<file path="src/rtl/irig_frame_sync.sv">
// IRIG-B pulse-width symbol parser with frame alignment; IRIG_DEBOUNCE_EN enables the input debouncer.
// Latency: debounce_din fall -> sym_valid 2 cycles; no backpressure, one symbol strobe per pulse.
module irig_frame_sync #(
    parameter int CNT_W       = 32,
    parameter int FRAME_LEN   = 100,
    parameter int MARK_PERIOD = 10,
    parameter int IDX_W       = 7
) (
    input  logic             clk,
    input  logic             rst,
    input  logic             din,
    input  logic [CNT_W-1:0] deb_cycles,
    input  logic [CNT_W-1:0] zero_max,
    input  logic [CNT_W-1:0] one_max,
    input  logic [CNT_W-1:0] id_max,
    output logic             debounce_din,
    output logic [1:0]       sym,
    output logic             sym_valid,
    output logic [IDX_W-1:0] sym_index,
    output logic             frame_start,
    output logic             locked,
    output logic [15:0]      err_count
);

    localparam logic [1:0] ST_HUNT   = 2'd0;
    localparam logic [1:0] ST_SEEN_P = 2'd1;
    localparam logic [1:0] ST_LOCKED = 2'd2;

    localparam logic [1:0] SYM_ZERO = 2'd0;
    localparam logic [1:0] SYM_ONE  = 2'd1;
    localparam logic [1:0] SYM_MARK = 2'd2;
    localparam logic [1:0] SYM_ERR  = 2'd3;

    localparam logic [CNT_W-1:0] CNT_ONE = CNT_W'(1);
    localparam logic [CNT_W-1:0] CNT_MAX = '1;

    logic       din_m, din_s;
    logic [1:0] sync_fill;

    always_ff @(posedge clk) begin
        if (rst) begin
            din_m     <= 1'b0;
            din_s     <= 1'b0;
            sync_fill <= 2'b00;
        end else begin
            din_m     <= din;
            din_s     <= din_m;
            sync_fill <= {sync_fill[0], 1'b1};
        end
    end

`ifdef IRIG_DEBOUNCE_EN
    logic [CNT_W-1:0] deb_cnt;

    always_ff @(posedge clk) begin
        if (rst) begin
            deb_cnt      <= '0;
            debounce_din <= 1'b0;
        end else if (din_s != debounce_din) begin
            if (deb_cnt >= deb_cycles) begin
                debounce_din <= din_s;
                deb_cnt      <= '0;
            end else begin
                deb_cnt <= deb_cnt + CNT_ONE;
            end
        end else begin
            deb_cnt <= '0;
        end
    end
`else
    logic unused_deb_cycles;
    assign unused_deb_cycles = ^deb_cycles;

    always_ff @(posedge clk) begin
        if (rst) debounce_din <= 1'b0;
        else     debounce_din <= din_s;
    end
`endif

    logic             deb_q, armed, in_pulse;
    logic [CNT_W-1:0] width;
    logic             rise, fall;

    assign rise = debounce_din & ~deb_q;
    assign fall = ~debounce_din & deb_q;

    // A pulse already high when reset releases is never armed, so it cannot emit a partial symbol.
    always_ff @(posedge clk) begin
        if (rst) begin
            deb_q    <= 1'b0;
            armed    <= 1'b0;
            in_pulse <= 1'b0;
            width    <= '0;
        end else begin
            deb_q <= debounce_din;
            if (sync_fill[1] && !din_s && !debounce_din)
                armed <= 1'b1;
            if (rise && armed)
                in_pulse <= 1'b1;
            else if (fall)
                in_pulse <= 1'b0;
            if (debounce_din)
                width <= rise ? CNT_ONE : ((width == CNT_MAX) ? width : width + CNT_ONE);
        end
    end

    logic [1:0] cls_now;

    always_comb begin
        cls_now = SYM_ERR;
        if (width <= zero_max)     cls_now = SYM_ZERO;
        else if (width <= one_max) cls_now = SYM_ONE;
        else if (width <= id_max)  cls_now = SYM_MARK;
    end

    logic       cls_vld;
    logic [1:0] cls_sym;

    always_ff @(posedge clk) begin
        if (rst) begin
            cls_vld <= 1'b0;
            cls_sym <= SYM_ZERO;
        end else begin
            cls_vld <= fall & in_pulse;
            if (fall && in_pulse)
                cls_sym <= cls_now;
        end
    end

    function automatic logic is_mark(input logic [IDX_W-1:0] n);
        return (n == '0) || ((32'(n) % MARK_PERIOD) == MARK_PERIOD - 1);
    endfunction

    logic [1:0]       state;
    logic [IDX_W-1:0] nidx;
    logic             cls_is_p, lock_bad;

    assign nidx     = (sym_index == IDX_W'(FRAME_LEN - 1)) ? '0 : sym_index + IDX_W'(1);
    assign cls_is_p = (cls_sym == SYM_MARK);
    assign lock_bad = (cls_sym == SYM_ERR) || (cls_is_p != is_mark(nidx));

    // sym_index doubles as the frame position register while locked.
    always_ff @(posedge clk) begin
        if (rst) begin
            state       <= ST_HUNT;
            sym         <= SYM_ZERO;
            sym_valid   <= 1'b0;
            sym_index   <= '0;
            frame_start <= 1'b0;
            locked      <= 1'b0;
            err_count   <= '0;
        end else begin
            sym_valid   <= cls_vld;
            frame_start <= 1'b0;
            if (cls_vld) begin
                sym <= cls_sym;
                case (state)
                    ST_HUNT: begin
                        state     <= cls_is_p ? ST_SEEN_P : ST_HUNT;
                        sym_index <= '0;
                        locked    <= 1'b0;
                    end
                    ST_SEEN_P: begin
                        sym_index <= '0;
                        if (cls_is_p) begin
                            state       <= ST_LOCKED;
                            locked      <= 1'b1;
                            frame_start <= 1'b1;
                        end else begin
                            state  <= ST_HUNT;
                            locked <= 1'b0;
                        end
                    end
                    ST_LOCKED: begin
                        if (lock_bad) begin
                            state     <= ST_HUNT;
                            sym_index <= '0;
                            locked    <= 1'b0;
                            if (err_count != 16'hFFFF)
                                err_count <= err_count + 16'd1;
                        end else begin
                            sym_index   <= nidx;
                            locked      <= 1'b1;
                            frame_start <= (nidx == '0);
                        end
                    end
                    default: begin
                        state     <= ST_HUNT;
                        sym_index <= '0;
                        locked    <= 1'b0;
                    end
                endcase
            end
        end
    end

endmodule

</file>
<file path="config.mk">
export PLATFORM = sky130hd
export DESIGN_NAME = irig_frame_sync
export DESIGN_NICKNAME = d
export VERILOG_FILES = /design/src/rtl/irig_frame_sync.sv
export SDC_FILE = /design/constraint.sdc
export NUM_CORES = 1
export LEC_CHECK = 0
export BUFFER_PORTS_ARGS = -buffer_cell sky130_fd_sc_hd__buf_2
export CAP_MARGIN = 0
export CELL_PAD_IN_SITES_DETAIL_PLACEMENT = 1
export CELL_PAD_IN_SITES_GLOBAL_PLACEMENT = 1
export CORE_MARGIN = 5
export CORE_UTILIZATION = 40
export DETAILED_ROUTE_END_ITERATION = 12
export GPL_TIMING_DRIVEN = 0
export PLACE_DENSITY = 0.92
export SYNTH_ARGS = -nofsm -noshare
export SYNTH_HDL_FRONTEND = slang
export SYNTH_SLANG_ARGS = --single-unit
</file>
<file path="constraint.sdc">
create_clock -name clk -period 5.2 [get_ports clk]
set_clock_uncertainty 0.15 [all_clocks]
set_input_delay 0.78 -clock clk [delete_from_list [all_inputs] [get_ports clk]]
set_output_delay 0.78 -clock clk [all_outputs]
set_load 0.005 [all_outputs]
</file>
# == Word level (Yosys, flattened, before mapping) ==
# Cells that the tools add are included.
# op_classes
n_bitwise,6
n_reduce_logical,15
order_cmp,3
eq_ne,11
muxes,20
add_sub_neg,3
div_mod_pow,1
# ops
cell,count
$le 32x32->1,3
$mux 32,2
$add 32x1->32 const B,1
$eq 32x32->1 const B,1
$eq 32x4->1 const B,1
$mod 7x4->32 const B,1
$mux 7,3
$add 16x1->16 const B,1
$ne 16x16->1 const B,1
$mux 1,8
$mux 2,4
$add 7x1->7 const B,1
$eq 7x7->1 const B,1
$logic_not 7->1,1
$eq 2x2->1 const B,3
$pmux 2 s3,1
$logic_and 1x1->1,4
$ne 2x2->1 const B,2
$pmux 1 s2,2
$reduce_and 2->1,2
$reduce_and 4->1,1
$and 1x1->1,3
$not 1->1,3
$eq 2x1->1 const B,1
other kinds (6),8
# totals
word_cells,77
register_bits,73
out_inout_bits,29

# == Depth between registers and ports, before layout ==
# Gate-level depths: netlist of the first run.
# depth
ltp_word,9
depth_mapped,25

# == Worst setup path before layout of the first run ==
# OpenSTA, ideal clock, no wires.
# synth_timing
path_kind,register to register
start,register sym_index[0]
end,register state[1]
arrival_ns,4.484
stages_incl_launch_ff,21
path_slack_ns,0.449
t_required_ns,4.934
n_path_buf,2
setup_ns,0.116
path_cell_list,dfxtp_1 > ha_1 > buf_4 > nand3_2 > o31ai_4 > nor2_2 > nor2_2 > inv_1 > ha_1 > nand2b_1 > nand3_1 > o21ai_0 > a221o_1 > a211oi_1 > a2111oi_4 > xnor2_1 > a31oi_2 > mux2i_1 > clkbuf_1 > nor3_1 > a31o_2
# synth_via
elab_chain_len,9
word_cells_on_any_way,11
# synth_lines
element,line,rtl
from (decl),19,"output logic [IDX_W-1:0] sym_index,"
from (signal assigned),182,sym_index <= nidx;
$add 7x1->7 or $eq 7x7->1 (tied branches),138,assign nidx = (sym_index == IDX_W'(FRAME_LEN - 1)) ? '0 : sym_index + IDX_W'(1);
$mux 7 *,138,
$mod 7x4->32,131,return (n == '0) || ((32'(n) % MARK_PERIOD) == MARK_PERIOD - 1);
$eq 32x4->1,131,
$logic_or 1x1->1 *,131,
$ne 1x1->1 *,140,assign lock_bad = (cls_sym == SYM_ERR) || (cls_is_p != is_mark(nidx));
$logic_or 1x1->1 *,140,
$ne 2x2->1 (no source line) *,n/a,
$reduce_and 2->1 (no source line) *,n/a,
to (signal assigned),159,state <= cls_is_p ? ST_SEEN_P : ST_HUNT;
to (decl),134,logic [1:0] state;
# Every way passes the cells marked *; elsewhere a longest branch is shown, timed or not.
# A chain may end at the register's enable or synchronous reset.

# == Final worst setup path of the first run ==
# layout_timing
start,register sym_index[0]
end,register err_count[10]
# layout_via
elab_chain_len,8
word_cells_on_any_way,10
# layout_lines
element,line,rtl
$add 7x1->7 or $eq 7x7->1 (tied branches),138,
$mux 7 *,138,
$mod 7x4->32,131,
$eq 32x4->1,131,
$logic_or 1x1->1 *,131,
$ne 1x1->1 *,140,
$logic_or 1x1->1 *,140,
$reduce_and 4->1 (no source line) *,n/a,
to (signal assigned),180,err_count <= err_count + 16'd1;
to (decl),22,output logic [15:0] err_count
# Marks and branches as above.

==> results of run 1 <==
==> path summary, 6_finish.rpt <==
kind | end | from | slack [ns]
setup / recovery | err_count[10] | sym_index[0] | 0.16
hold / removal | sync_fill[1] | sync_fill[0] | 0.30
setup reg to reg | err_count[10] | sym_index[0] | 0.16
hold reg to reg | sync_fill[1] | sync_fill[0] | 0.30
==> repair_timing <==
item                                    CTS  global route
setup buffers                             1             8
hold buffers                              0             0
pin swaps                                 0             4
gates resized for setup                  10            11
cloned                                    0             1
endpoints found under the setup margin   26            26
==> synth_stat cells, types with 18 or more instances <==
| library cell | instances |
|---|---|
| nor3_1 | 27 |
| a21oi_1 | 46 |
| inv_1 | 113 |
| nor2b_1 | 29 |
| o21ai_0 | 32 |
| ha_1 | 107 |
| nand3_1 | 35 |
| a21o_1 | 21 |
| nand4_1 | 32 |
| xor2_1 | 22 |
| o21a_1 | 29 |
| dfxtp_1 | 73 |
| nand2b_1 | 18 |
| nand2_1 | 56 |
| nor2_1 | 66 |
==> per-layer routing <==
layer / vias up / wire length (um)
li1: 3359 / -
met1: 3371 / 9433
met2: 179 / 11320
met3: 37 / 865
met4: 0 / 386
met5: - / 0
==> per-stage QoR <==
stage,TNS [ns],setup slack [ns]
final,0,0.1632
after global routing,-1.012,-0.08131
after CTS,0,0.01631
after detailed placement,-12.54,-0.5660
after global placement,-8.372,-0.4197
after floorplan,0,0.4493
==> cell type report <==
class                      count  area [um2]
buffer                        28       180.2
clock buffer                  12       246.5
clock inverter                 3       17.52
fill                        2110        8533
inverter                     113       424.2
multi-input combinational    657        4845
sequential                    73        1469
tap                          220       275.3
timing repair buffer         137       710.7
==> critical path: cells and delay by family, from the launching register on <==
family	cells	cell delay [ns]
compound gates	7	1.90
flops	1	0.39
buf+inv	5	0.75
fa+ha+maj	2	0.57
xor+xnor	1	0.13
mux	1	0.38
simple gates	6	0.63
==> power groups by stage <==
stage / clock network, uW / logic (uW) / registers [uW]
after global placement: 0 / 117 / 576
after detailed placement: 0 / 124 / 576
after floorplan: 0 / 61.9 / 576
after global routing: 605 / 142 / 563
after CTS: 580 / 126 / 563
final: 573 / 124 / 563
==> kinds of logic (layout without fill, tap and decap cells) <==
| family | after synthesis | in the layout | share of synthesized area [%] |
|---|---|---|---|
| flip-flops | 73 | 73 | 21.33 |
| AO/OA/AOI/OAI | 185 | 185 | 18.74 |
| buffers and inverters | 141 | 293 | 8.656 |
| AND/OR/NAND/NOR | 317 | 317 | 24.69 |
| adder cells (fa/ha/maj) | 107 | 107 | 19.54 |
| XOR/XNOR | 31 | 31 | 4.346 |
| multiplexers | 17 | 17 | 2.703 |
==> flip-flops by register name (all words and copies together) (netlist names) <==
signal	flops
cls_vld	1
sym_valid	1
frame_start	1
armed	1
deb_q	1
debounce_din	1
err_count	16
state	2
din_s	1
sync_fill	2
sym_index	7
din_m	1
cls_sym	2
width	32
locked	1
in_pulse	1
sym	2
==> impl_metrics.json, run 1 <==
{
  "antenna_found_initial": 0,
  "outcome": "finished, final reports clean",
  "cts_max_level": 3,
  "critPathLaunchType": "register",
  "cpMostUsedCell": "buf_6",
  "dp_cells": 1218,
  "power_uw": 1260,
  "fin_crit_ns": 5.037,
  "swShare_pct": 24.50,
  "drv_cap": 0,
  "crit_type": "reg -> reg",
  "yosys_register_bits": 73,
  "power_leakage_uw": 0.004027,
  "dr.first_iter.drc_count": 342,
  "crit_chain": "ha_1 > buf_6 > nand3_2 > o31ai_4 > nor2_4 > nor2_4 > inv_1 > ha_2 > nor2b_1 > clkbuf_4 > a311oi_1 > o221ai_1 > a21oi_2 > nor2b_1 > a2111oi_4 > xnor2_1 > a31oi_2 > mux2i_2 > buf_6 > buf_6 > nor3_1 > o21a_1",
  "design.die.area_um2": 19850,
  "synth_cells": 871,
  "wl_um": 22010,
  "globalplace.congestion": 0.9127,
  "viasPerCell": 5.588,
  "synth_area_leaders": "dfxtp_1, ha_1, inv_1, nor2_1, a21oi_1",
  "layout_common_cells": "buf_2, inv_1, ha_1",
  "post-route-util_pct": 48.91,
  "avgSynthCellArea_um2": 7.866,
  "placed_area_um2": 7762,
  "crit_path_max_incr_delay_ns": 0.39,
  "ant_nets": 0,
  "root_buffer": "clkbuf_16",
  "die_w_um": 140.9,
  "synth_nets": 1109,
  "p_int_uw": 951.5,
  "synth_warnings": 0,
  "synth.largest_area_cell": "dfxtp_1",
  "hpwlAfterDp_um": 17230,
  "area_delta_synth_final_pct": 19.21,
  "insertion_delay_ns": 0.34,
  "cts_tree": "done",
  "worstHoldPathCells": 1,
  "design_area_um2": 8168,
  "path_max_fanout": 10,
  "grt_pass1_vias": 7344,
  "cts_buffers": 9,
  "synth_top_area_share_pct": 21.33,
  "synth_cell_types": 77,
  "worst_pin_slew_ns": 0.8902,
  "grt_pass1_wl_um": 35650,
  "fin_crit_sh_pct": 96.86,
  "relSlewSlack_pct": 40.11,
  "maxSlewViolCount": 0,
  "cts.reportedPaths.clkPinSlew_ns": 0.06,
  "antenna_cells": 0,
  "p_switching_uw": 308.7,
  "start_util_pct": 41.02,
  "final-hold-violation-count": 0,
  "fmax_ghz": 0.1985,
  "first_pass_iters": 5,
  "cp.arrival_ns": 5.12,
  "min_path_type": "reg -> reg",
  "drc": 0,
  "p_per_area_nw_per_um2": 154.3,
  "grtUsageMet2_pct": 39.14,
  "io_pins": 160,
  "cts_buffer_depth": 2,
  "syn_area_um2": 6852,
  "p_seq_share_pct": 44.7,
  "synth_edf_count": 0,
  "slowest_stage": "dfxtp_4",
  "cts.sinks": 73,
  "grt_max_degree": 12,
  "vias": 6946,
  "p_comb_share_pct": 9.8,
  "async_reset_ff_share_pct": 0,
  "synthFlopType": "dfxtp_1",
  "crit_path_end_kind": "register",
  "ys_seq_area_share_pct": 21.33,
  "grtUsageMet3_pct": 3.386,
  "rr_worst_depth": 22,
  "cp_data_required_time_ns": 5.28,
  "met1_usage_pct": 26.72,
  "rows": 47,
  "core_um2": 16700,
  "num-nets-final": 1257,
  "fin_cells": 1243,
  "wl_per_cell_um": 17.71,
  "busiest_layer": "met2",
  "fin_hold_ws_ns": 0.2976,
  "drive_gt1_share_pct": 21.02,
  "max-vdd-ir-drop_v": 0.0001551,
  "layout_commonest_cell": "buf_2",
  "fp.dieH_um": 140.9,
  "grt_util_all_layers_pct": 21.71,
  "portBuffers": 127,
  "finalSetupViolCount": 0,
  "overflow": 0,
  "p_clk_share_pct": 45.5
}
Power figures use the tool's default switching activity.
==> run 2: changes to the inputs <==
Settings changed: BUFFER_PORTS_ARGS -buffer_cell sky130_fd_sc_hd__buf_2 to -buffer_cell sky130_fd_sc_hd__buf_4.
Clock period 5.2 ns to 6 ns, I/O delays scaled along.
==> run 2 against run 1 <==
Hold slack got worse by 0.0048 ns; setup slack improved by 0.32 ns; combinational power about the same; register-to-register slack improved by 0.32 ns; non-clock buffer count decreased by 10; clock-buffer cell count decreased by 2; clock power increased by 10%; final area increased by 3.2%.
==> impl_metrics.json, run 2 (synthesized netlist as in run 1, its figures left out) <==
{
  "post-route-util_pct": 50.46,
  "r2r_start": "sym_index[1]",
  "io_pins": 160,
  "viasPerCell": 5.526,
  "die_w_um": 140.9,
  "core_um2": 16700,
  "p_per_area_nw_per_um2": 147.9,
  "wl_um": 21390,
  "cp.arrival_ns": 5.60,
  "cp_data_required_time_ns": 6.08,
  "tns_ns": 0,
  "grt_max_degree": 13,
  "cts_buffers": 9,
  "power_leakage_uw": 0.004108,
  "cts.sinks": 73,
  "wl_per_cell_um": 17.33,
  "grt_pass1_wl_um": 35290,
  "cts_tree": "done",
  "worstHoldPathCells": 1,
  "antenna_cells": 0,
  "r2r_setup_slack_ns": 0.48,
  "fp.dieH_um": 140.9,
  "finalSetupViolCount": 0,
  "crit_path_end_kind": "register",
  "antenna_found_initial": 0,
  "rows": 47,
  "rsz0062_at_grt": "no",
  "start_util_pct": 41.02,
  "cts.reportedPaths.clkPinSlew_ns": 0.06,
  "relSlewSlack_pct": 47.19,
  "fin_ws_ns": 0.4838,
  "m1WireLength_um": 9191,
  "largest_reg_flops": 32,
  "reg2reg_to": "state[1]",
  "top_layer_used": "met4",
  "drive_gt1_share_pct": 19.63,
  "drc": 0,
  "maxSlewViolCount": 0,
  "root_buffer": "clkbuf_16",
  "crit_end": "state[1]",
  "final-hold-violation-count": 0,
  "grt_util_all_layers_pct": 21.55,
  "path_max_fanout": 10,
  "area_delta_synth_final_pct": 22.99,
  "min_path_type": "reg -> reg",
  "ant_nets": 0,
  "layout_common_cells": "buf_4, inv_1, ha_1",
  "fin_crit_sh_pct": 91.94,
  "max-vdd-ir-drop_v": 0.0001314,
  "design.die.area_um2": 19850,
  "outcome": "finished, final reports clean",
  "num-nets-final": 1247,
  "grt_pass1_vias": 7322,
  "insertion_delay_ns": 0.34,
  "vias": 6819,
  "largestRegisters": "width: 32 flops, err_count: 16 flops, sym_index: 7 flops",
  "wl_met3_um": 849,
  "worst_pin_slew_ns": 0.7838,
  "crit_type": "reg -> reg",
  "layout_commonest_cell": "buf_4",
  "globalplace.congestion": 0.9179,
  "drv_cap": 0,
  "regMostFlops": "width",
  "post-cts-setup-buffer-count": 0,
  "overflow": 0,
  "startpoint": "sym_index[1]",
  "place_ws_ns": 0.3119,
  "hpwlAfterDp_um": 17180,
  "cts_max_level": 3,
  "fin_crit_ns": 5.516,
  "critPathLaunchType": "register",
  "portBuffers": 127,
  "rr_worst_depth": 20,
  "fmax_ghz": 0.1813,
  "first_pass_iters": 4,
  "cts_buffer_depth": 2,
  "dr.first_iter.drc_count": 315,
  "wl_met2_um": 10980
}
-- run 2: changes by cell type in the layout (fill, tap and decap cells not counted), sizes merged --
cell      delta
clkinv       +1
bufinv       +3
clkinvlp     -1
clkbuf       -2
buf         -10
-- run 2: worst min path at each step --
stage / slack [ns] / start / to
3_3_place_gp: 0.27 / sync_fill[0] / sync_fill[1]
6_report: 0.29 / din_m / din_s
4_1_cts: 0.30 / sync_fill[0] / sync_fill[1]
3_5_place_dp: 0.28 / sync_fill[0] / sync_fill[1]
5_1_grt: 0.31 / sync_fill[0] / sync_fill[1]
2_1_floorplan: 0.26 / din_m / din_s
-- run 2: report_power, final --
| group | leakage, uW | internal [uW] | switching, uW |
|---|---|---|---|
| sequential | 0.000590 | 487 | 1.62 |
| combinational | 0.00335 | 68.1 | 56.7 |
| clock | 0.000172 | 416 | 217 |
| total | 0.00411 | 971 | 276 |
-- run 2: per-layer routing --
metal / vias up / GRT usage [%]
met2: 156 / 39.79
li1: 3332 / -
met4: 0 / 5.354
met1: 3301 / 25.72
met3: 30 / 3.894
met5: - / 0
-- run 2: layout make-up --
| cell class | count | area [um2] |
|---|---|---|
| Buffer | 28 | 168.9 |
| Clock buffer | 10 | 239.0 |
| Clock inverter | 6 | 105.1 |
| Fill cell | 2080 | 8274 |
| Inverter | 113 | 424.2 |
| Multi-Input combinational cell | 657 | 4797 |
| Sequential cell | 73 | 1464 |
| Tap cell | 220 | 275.3 |
| Timing Repair Buffer | 127 | 953.4 |
-- run 2: metrics by stage --
| step | hold WS [ns] | total power [uW] | std cells | area [um2] |
|---|---|---|---|---|
| 3_3_place_gp | 0.2726 | 618.1 | 1218 | 8080 |
| 2_1_floorplan | 0.2638 | 552.5 | 871 | 6852 |
| 3_5_place_dp | 0.2842 | 625.1 | 1218 | 8080 |
| 6_report | 0.2928 | 1246 | 1234 | 8427 |
| 4_1_cts | 0.2979 | 1258 | 1234 | 8424 |
| 5_1_grt | 0.3097 | 1297 | 1234 | 8427 |
-- run 2: worst max-delay path, cell delays in order, from the launching register on --
cell       delay, ns
dfxtp_2         0.50
ha_1            0.25
buf_4           0.18
nand3_2         0.15
o31ai_4         0.29
nor2_2          0.15
nor2_2          0.22
inv_1           0.11
ha_1            0.32
nand2b_1        0.29
nand3_1         0.30
o21ai_0         0.15
a221o_1         0.40
a211oi_1        0.35
a2111oi_4       0.13
xnor2_1         0.16
a31oi_2         0.30
mux2i_1         0.30
clkbuf_1        0.38
nor3_1          0.09
a31o_2          0.22
-- run 2: repair_timing --
item | in CTS | in global routing
endpoints found under the setup margin | 0 | 23
gates resized for setup | 0 | 2
hold buffers | 0 | 0
